$ cat src/rtl/collision_ctrl_pkg.sv
// Shared board geometry and collision-check state encoding.
package collision_ctrl_pkg;

  localparam int BOARD_W = 10;
  localparam int BOARD_H = 20;
  localparam int ADDR_W  = 8;

  typedef enum logic [2:0] {
    S_IDLE,
    S_INIT,
    S_READ,
    S_WAIT,
    S_CHECK,
    S_DONE
  } coll_state_t;

  // Row-major board address, truncated to the RAM width.
  function automatic logic [ADDR_W-1:0] cell_addr(input logic [4:0] y, input logic [4:0] x);
    int a;
    a = int'(y) * BOARD_W + int'(x);
    return a[ADDR_W-1:0];
  endfunction

endpackage

$ cat src/rtl/collision_ctrl_if.sv
// Handshake between the collision controller, its datapath and the board RAM.
interface collision_ctrl_if;
  import collision_ctrl_pkg::*;

  logic              start;
  logic              y_eQ_zero;
  logic              in_id_eQ_zero;
  logic              pos_x_eQ_limit;
  logic [4:0]        pos_y;
  logic [4:0]        pos_x;
  logic              init_regs;
  logic              incr_x;
  logic              rd_en;
  logic [ADDR_W-1:0] rd_addr;
  logic              busy;
  logic              done;
  logic              collide;

  modport master (
    output start, y_eQ_zero, in_id_eQ_zero, pos_x_eQ_limit, pos_y, pos_x,
    input  init_regs, incr_x, rd_en, rd_addr, busy, done, collide
  );

  modport slave (
    input  start, y_eQ_zero, in_id_eQ_zero, pos_x_eQ_limit, pos_y, pos_x,
    output init_regs, incr_x, rd_en, rd_addr, busy, done, collide
  );

endinterface

$ cat src/rtl/collision_ctrl.sv
// Downward-collision check FSM: walks the cells under the piece, reading the
// board RAM for each, and reports collide/clear with a one-cycle done.
module collision_ctrl
  import collision_ctrl_pkg::*;
#(
  parameter int RD_LAT = 1
) (
  input  logic              clk,
  input  logic              reset,
  collision_ctrl_if.slave   bus
);

  localparam int CNT_W = 2;

  coll_state_t      state_q, state_d;
  logic [CNT_W-1:0] cnt_q, cnt_d;
  logic             collide_q, collide_d;
  logic             wall;

  // A column past the right edge counts as a hit without touching the RAM.
  assign wall = (int'(bus.pos_x) >= BOARD_W);

  always_ff @(posedge clk or posedge reset) begin
    if (reset) begin
      state_q   <= S_IDLE;
      cnt_q     <= '0;
      collide_q <= 1'b0;
    end else begin
      state_q   <= state_d;
      cnt_q     <= cnt_d;
      collide_q <= collide_d;
    end
  end

  always_comb begin
    state_d   = state_q;
    cnt_d     = cnt_q;
    collide_d = collide_q;
    case (state_q)
      S_IDLE: begin
        if (bus.start) begin
          if (bus.y_eQ_zero) begin
            collide_d = 1'b1;
            state_d   = S_DONE;
          end else begin
            collide_d = 1'b0;
            state_d   = S_INIT;
          end
        end
      end
      S_INIT: state_d = S_READ;
      S_READ: begin
        if (wall) begin
          collide_d = 1'b1;
          state_d   = S_DONE;
        end else if (RD_LAT == 1) begin
          state_d = S_CHECK;
        end else begin
          cnt_d   = CNT_W'(RD_LAT - 1);
          state_d = S_WAIT;
        end
      end
      S_WAIT: begin
        cnt_d = cnt_q - 1'b1;
        if (cnt_q <= CNT_W'(1)) state_d = S_CHECK;
      end
      S_CHECK: begin
        if (!bus.in_id_eQ_zero) begin
          collide_d = 1'b1;
          state_d   = S_DONE;
        end else if (bus.pos_x_eQ_limit) begin
          collide_d = 1'b0;
          state_d   = S_DONE;
        end else begin
          state_d = S_READ;
        end
      end
      S_DONE:  state_d = S_IDLE;
      default: state_d = S_IDLE;
    endcase
  end

  always_comb begin
    bus.init_regs = (state_q == S_INIT);
    bus.incr_x    = (state_q == S_CHECK) && bus.in_id_eQ_zero && !bus.pos_x_eQ_limit;
    bus.rd_en     = (state_q == S_READ) && !wall;
    bus.rd_addr   = bus.rd_en ? cell_addr(bus.pos_y, bus.pos_x) : '0;
    bus.busy      = (state_q != S_IDLE);
    bus.done      = (state_q == S_DONE);
    bus.collide   = collide_q;
  end

endmodule

$ cat src/flat_wrapper.sv
// flat-port wrapper written by rule: the top's interface ports become plain ports
module collision_ctrl_flat import collision_ctrl_pkg::*;
#(
  parameter int RD_LAT = 1
)
  (clk, reset, bus_start, bus_y_eQ_zero, bus_in_id_eQ_zero, bus_pos_x_eQ_limit, bus_pos_y, bus_pos_x, bus_init_regs, bus_incr_x, bus_rd_en, bus_rd_addr, bus_busy, bus_done, bus_collide);
  collision_ctrl_if bus_i ();
  input  logic clk;
  input  logic reset;
  input wire logic [$bits(bus_i.start)-1:0] bus_start;
  input wire logic [$bits(bus_i.y_eQ_zero)-1:0] bus_y_eQ_zero;
  input wire logic [$bits(bus_i.in_id_eQ_zero)-1:0] bus_in_id_eQ_zero;
  input wire logic [$bits(bus_i.pos_x_eQ_limit)-1:0] bus_pos_x_eQ_limit;
  input wire logic [$bits(bus_i.pos_y)-1:0] bus_pos_y;
  input wire logic [$bits(bus_i.pos_x)-1:0] bus_pos_x;
  output wire logic [$bits(bus_i.init_regs)-1:0] bus_init_regs;
  output wire logic [$bits(bus_i.incr_x)-1:0] bus_incr_x;
  output wire logic [$bits(bus_i.rd_en)-1:0] bus_rd_en;
  output wire logic [$bits(bus_i.rd_addr)-1:0] bus_rd_addr;
  output wire logic [$bits(bus_i.busy)-1:0] bus_busy;
  output wire logic [$bits(bus_i.done)-1:0] bus_done;
  output wire logic [$bits(bus_i.collide)-1:0] bus_collide;
  assign bus_i.start = bus_start;
  assign bus_i.y_eQ_zero = bus_y_eQ_zero;
  assign bus_i.in_id_eQ_zero = bus_in_id_eQ_zero;
  assign bus_i.pos_x_eQ_limit = bus_pos_x_eQ_limit;
  assign bus_i.pos_y = bus_pos_y;
  assign bus_i.pos_x = bus_pos_x;
  assign bus_init_regs = bus_i.init_regs;
  assign bus_incr_x = bus_i.incr_x;
  assign bus_rd_en = bus_i.rd_en;
  assign bus_rd_addr = bus_i.rd_addr;
  assign bus_busy = bus_i.busy;
  assign bus_done = bus_i.done;
  assign bus_collide = bus_i.collide;
  collision_ctrl #(.RD_LAT(RD_LAT)) u_core (.clk(clk), .reset(reset), .bus(bus_i));
endmodule
$ cat config.mk
export PLATFORM = sky130hd
export DESIGN_NAME = collision_ctrl_flat
export DESIGN_NICKNAME = d
export VERILOG_FILES = /design/src/rtl/collision_ctrl_pkg.sv /design/src/rtl/collision_ctrl_if.sv /design/src/rtl/collision_ctrl.sv /design/src/flat_wrapper.sv
export SDC_FILE = /design/constraint.sdc
export NUM_CORES = 1
export LEC_CHECK = 0
export ABC_AREA = 1
export BUFFER_PORTS_ARGS = -buffer_cell sky130_fd_sc_hd__buf_2
export CORE_UTILIZATION = 43
export CTS_BUF_LIST = sky130_fd_sc_hd__clkbuf_4
export CTS_CLUSTER_DIAMETER = 60
export DETAILED_ROUTE_END_ITERATION = 8
export PLACE_DENSITY = 0.81
export SETUP_SLACK_MARGIN = 0.02
export SLEW_MARGIN = 10
export SYNTH_ARGS = -nofsm -noshare
export SYNTH_HDL_FRONTEND = slang
export SYNTH_SLANG_ARGS = --single-unit
$ cat constraint.sdc
create_clock -name clk -period 1.6 [get_ports clk]
set_input_delay 0.08 -clock clk [delete_from_list [all_inputs] [get_ports clk]]
set_output_delay 0.08 -clock clk [all_outputs]
set_load 0.01 [all_outputs]
==> metrics <==
Post-synth EDFFs 0; area of the placeable core 1745 sq um; grt ovf 0; number of clock sinks seen by CTS 6; most used flip-flop cell after synthesis dfrtp_1; cell count after placement around 180; port bufs 29; Worst Hold Margin 0.1514 ns; starting utilization of the core area between 40% and 50%; routed wire length approximately 2.1 mm; clock transition at the register clock pins on the worst setup and hold paths after CTS roughly 0.05 ns; WS Path Type in2out; count of nets after finishing between 150 and 200; Initial DRT Pass Iterations 4; synthesized instance count ~110; Async SR Flop Fraction 100.0%; total CTS buffers 3; period utilization 115.5%; status finished with violations; length in cells of the worst reg-to-reg path 6; non-filler cells in the finished layout 181; unrepaired setup endpoints after global routing true; flip-flop and latch count after synthesis 6; Die Y-Extent roughly 45 microns; power density over cell area approximately 1000 nW/um^2; number of antenna violations at the first check in global routing 0; critical path launch point bus_pos_y[3]; CTS tree built; via count of the first global-routing pass 820; Setup Skew 0.006308 ns; via count normalized by instance count between 5 and 6; leak pwr around 0.66 nW; required time reported for the critical path endpoint about 1.5 ns; number of I/O pins 30; failing checks setup timing; remaining antenna violation count after routing 0; summed negative setup slack over all endpoints -0.6331 ns; Critical Path Source Type input port; layout cell share with drive strength beyond 1 46.15%; starting DRC count in detailed routing 20; Place WS -0.2810 ns; critical path fanouts, max 2; largest vdd supply drop about 0.94 mV; Worst Hold Depth 3; Max Root-Sink Buffers 2; launch point of the worst hold path bus_y_eQ_zero; die boundary width roughly 45 microns; Detailed Place HPWL ~1.6 mm; warnings from Yosys 0; placer congestion estimate just under 0.9; total number of vias 923; H-tree depth reported by CTS 1; Worst-Margin Slew approximately 0.3 ns; sequential share of the synthesized area between 10% and 20%; # DRC 0; post-layout min period 1.847 ns; maximum number of pins on one net before global-route repair 8; maxcap violations 0; antenna diode instance count 0; number of different library cells in the post-synthesis netlist 23; Worst setup EP type primary output; worst max-slew margin expressed relative to the limit 79.26%; min-delay worst type in2reg; CTS root buf clkbuf_4; die area 2069 sq um; Worst Slack Setup Final -0.2474 ns; global-route usage over all layers about a fifth; startpoint of the worst-slack reg-to-reg timing path u_core.state_q[1]$_DFFE_PP0P_; setup violation total in the final timing report 3; Site Rows 15; clock insertion delay at the later pin of the skew report between 0.2 and 0.25 ns; global-route wire length before repair around 3.0 mm; data arrival time of the critical path 1.77 ns; net count of the mapped netlist 142; highest achievable clock rate roughly 0.54 GHz; final hold viol count 0; area grow syn2layout 45.23%; routed len/inst approximately 12 microns; Netlist Area Pre-Place roughly 800 sq um; synthesized area per cell a little over 7 sq um; final slew viol count 0
[per-layer routing]
| layer | part of all wire [%] | vias to the layer above | track usage (%) | wire length (microns) |
|---|---|---|---|---|
| li1 | - | 455 | - | - |
| met1 | 38 | 422 | 20.05 | 794 |
| met2 | 54 | 42 | 40.57 | 1135 |
| met3 | 6.5 | 4 | 3.968 | 137 |
| met4 | 1.7 | 0 | 4.242 | 35 |
| met5 | 0 | - | 0 | 0 |
[state kept, by name, summed over array words and instances (netlist names)]
| register | count |
|---|---|
| u_core.bus.collide | 1 |
| u_core.cnt_q | 2 |
| u_core.state_q | 3 |
[worst paths after layout]
kind | to | slack, ns
max | bus_rd_addr[6] | -0.25
min | u_core.state_q[2]$_DFFE_PP0P_ | 0.15
max reg2reg | u_core.bus.collide$_DFFE_PP0P_ | 0.37
min reg2reg | u_core.cnt_q[0]$_DFFE_PP0N_ | 0.47
max in group asynchronous | u_core.state_q[0]$_DFFE_PP0P_ | 1.10
min in group asynchronous | u_core.bus.collide$_DFFE_PP0P_ | 0.29
[kinds of logic (layout without fill, tap and decap cells)]
| family | Yosys count | after routing | synth area share (%) |
|---|---|---|---|
| AND/OR/NAND/NOR | 58 | 58 | 35.54 |
| buffers and inverters | 20 | 63 | 10.15 |
| adder cells (fa/ha/maj) | 13 | 13 | 21.85 |
| AO/OA/AOI/OAI | 12 | 12 | 9.693 |
| flip-flops | 6 | 6 | 18.46 |
| XOR/XNOR | 4 | 4 | 4.308 |
[where the power goes]
group	total [mW]	switching, mW	leakage, nW	internal [mW]
Clock	0.135	0.0500	0.0138	0.0845
Sequential	0.306	0.0745	0.0721	0.232
Combinational	0.797	0.460	0.575	0.336
[cells in the mapped netlist (all sizes together) (2+ instances only)]
| master | count | area [sq um] |
|---|---|---|
| ha | 11 | 137.6 |
| fa | 2 | 40.04 |
| nand3 | 8 | 40.04 |
| nand3b | 2 | 15.01 |
| nor2 | 13 | 80.08 |
| inv | 19 | 71.32 |
| dfrtp | 6 | 150.1 |
| nand4 | 3 | 18.77 |
| xor2 | 3 | 26.28 |
| a21oi | 5 | 32.53 |
| o21ai | 5 | 32.53 |
| nand2 | 30 | 125.1 |
| nor3 | 2 | 10.01 |
[layout by cell type, fill, tap and decap left out, types with 5 or more instances in the layout]
master / instances
nand2_1: 21
buf_2: 27
ha_1: 7
nand2_2: 9
nand3_1: 7
dfrtp_1: 5
inv_1: 16
nor2_1: 9
buf_4: 11
[what timing repair did]
| item | CTS | global route |
|---|---|---|
| hold buffers | 1 | 0 |
| hold endpoints to repair | 6 | 0 |
| buffers inserted | 1 | 0 |
| resized for setup | 10 | 6 |
| endpoints found under the setup margin | 4 | 5 |
| pin swaps | 7 | 5 |
[worst max-delay path, stage by stage]
cell and delay (ns):
buf_8 0.10, ha_4 0.23, ha_4 0.16, fa_2 0.55, nand2_2 0.05, inv_2 0.07, nand3_2 0.08, a31oi_2 0.23
nor2_2 0.08, buf_2 0.14
[metrics by stage]
| stage | utilization, % | cell area, sq um | power (mW) |
|---|---|---|---|
| after global routing | 67.67 | 1181 | 1.349 |
| after CTS | 66.16 | 1155 | 1.210 |
| final | 67.67 | 1181 | 1.238 |
| after global placement | 61.51 | 1074 | 1.015 |
| after detailed placement | 61.51 | 1074 | 1.041 |
| after floorplan | - | 833.3 | 0.8375 |
[cell type report]
class / instances / area [sq um]
inverters: 19 / 71.32
multi-input cells: 87 / 650.6
well taps: 25 / 31.28
repair buffers: 41 / 254.0
fillers: 142 / 564.3
flip-flops and latches: 6 / 151.4
clock buffers: 3 / 22.52
Note: power is estimated with default switching activity, not from simulation.
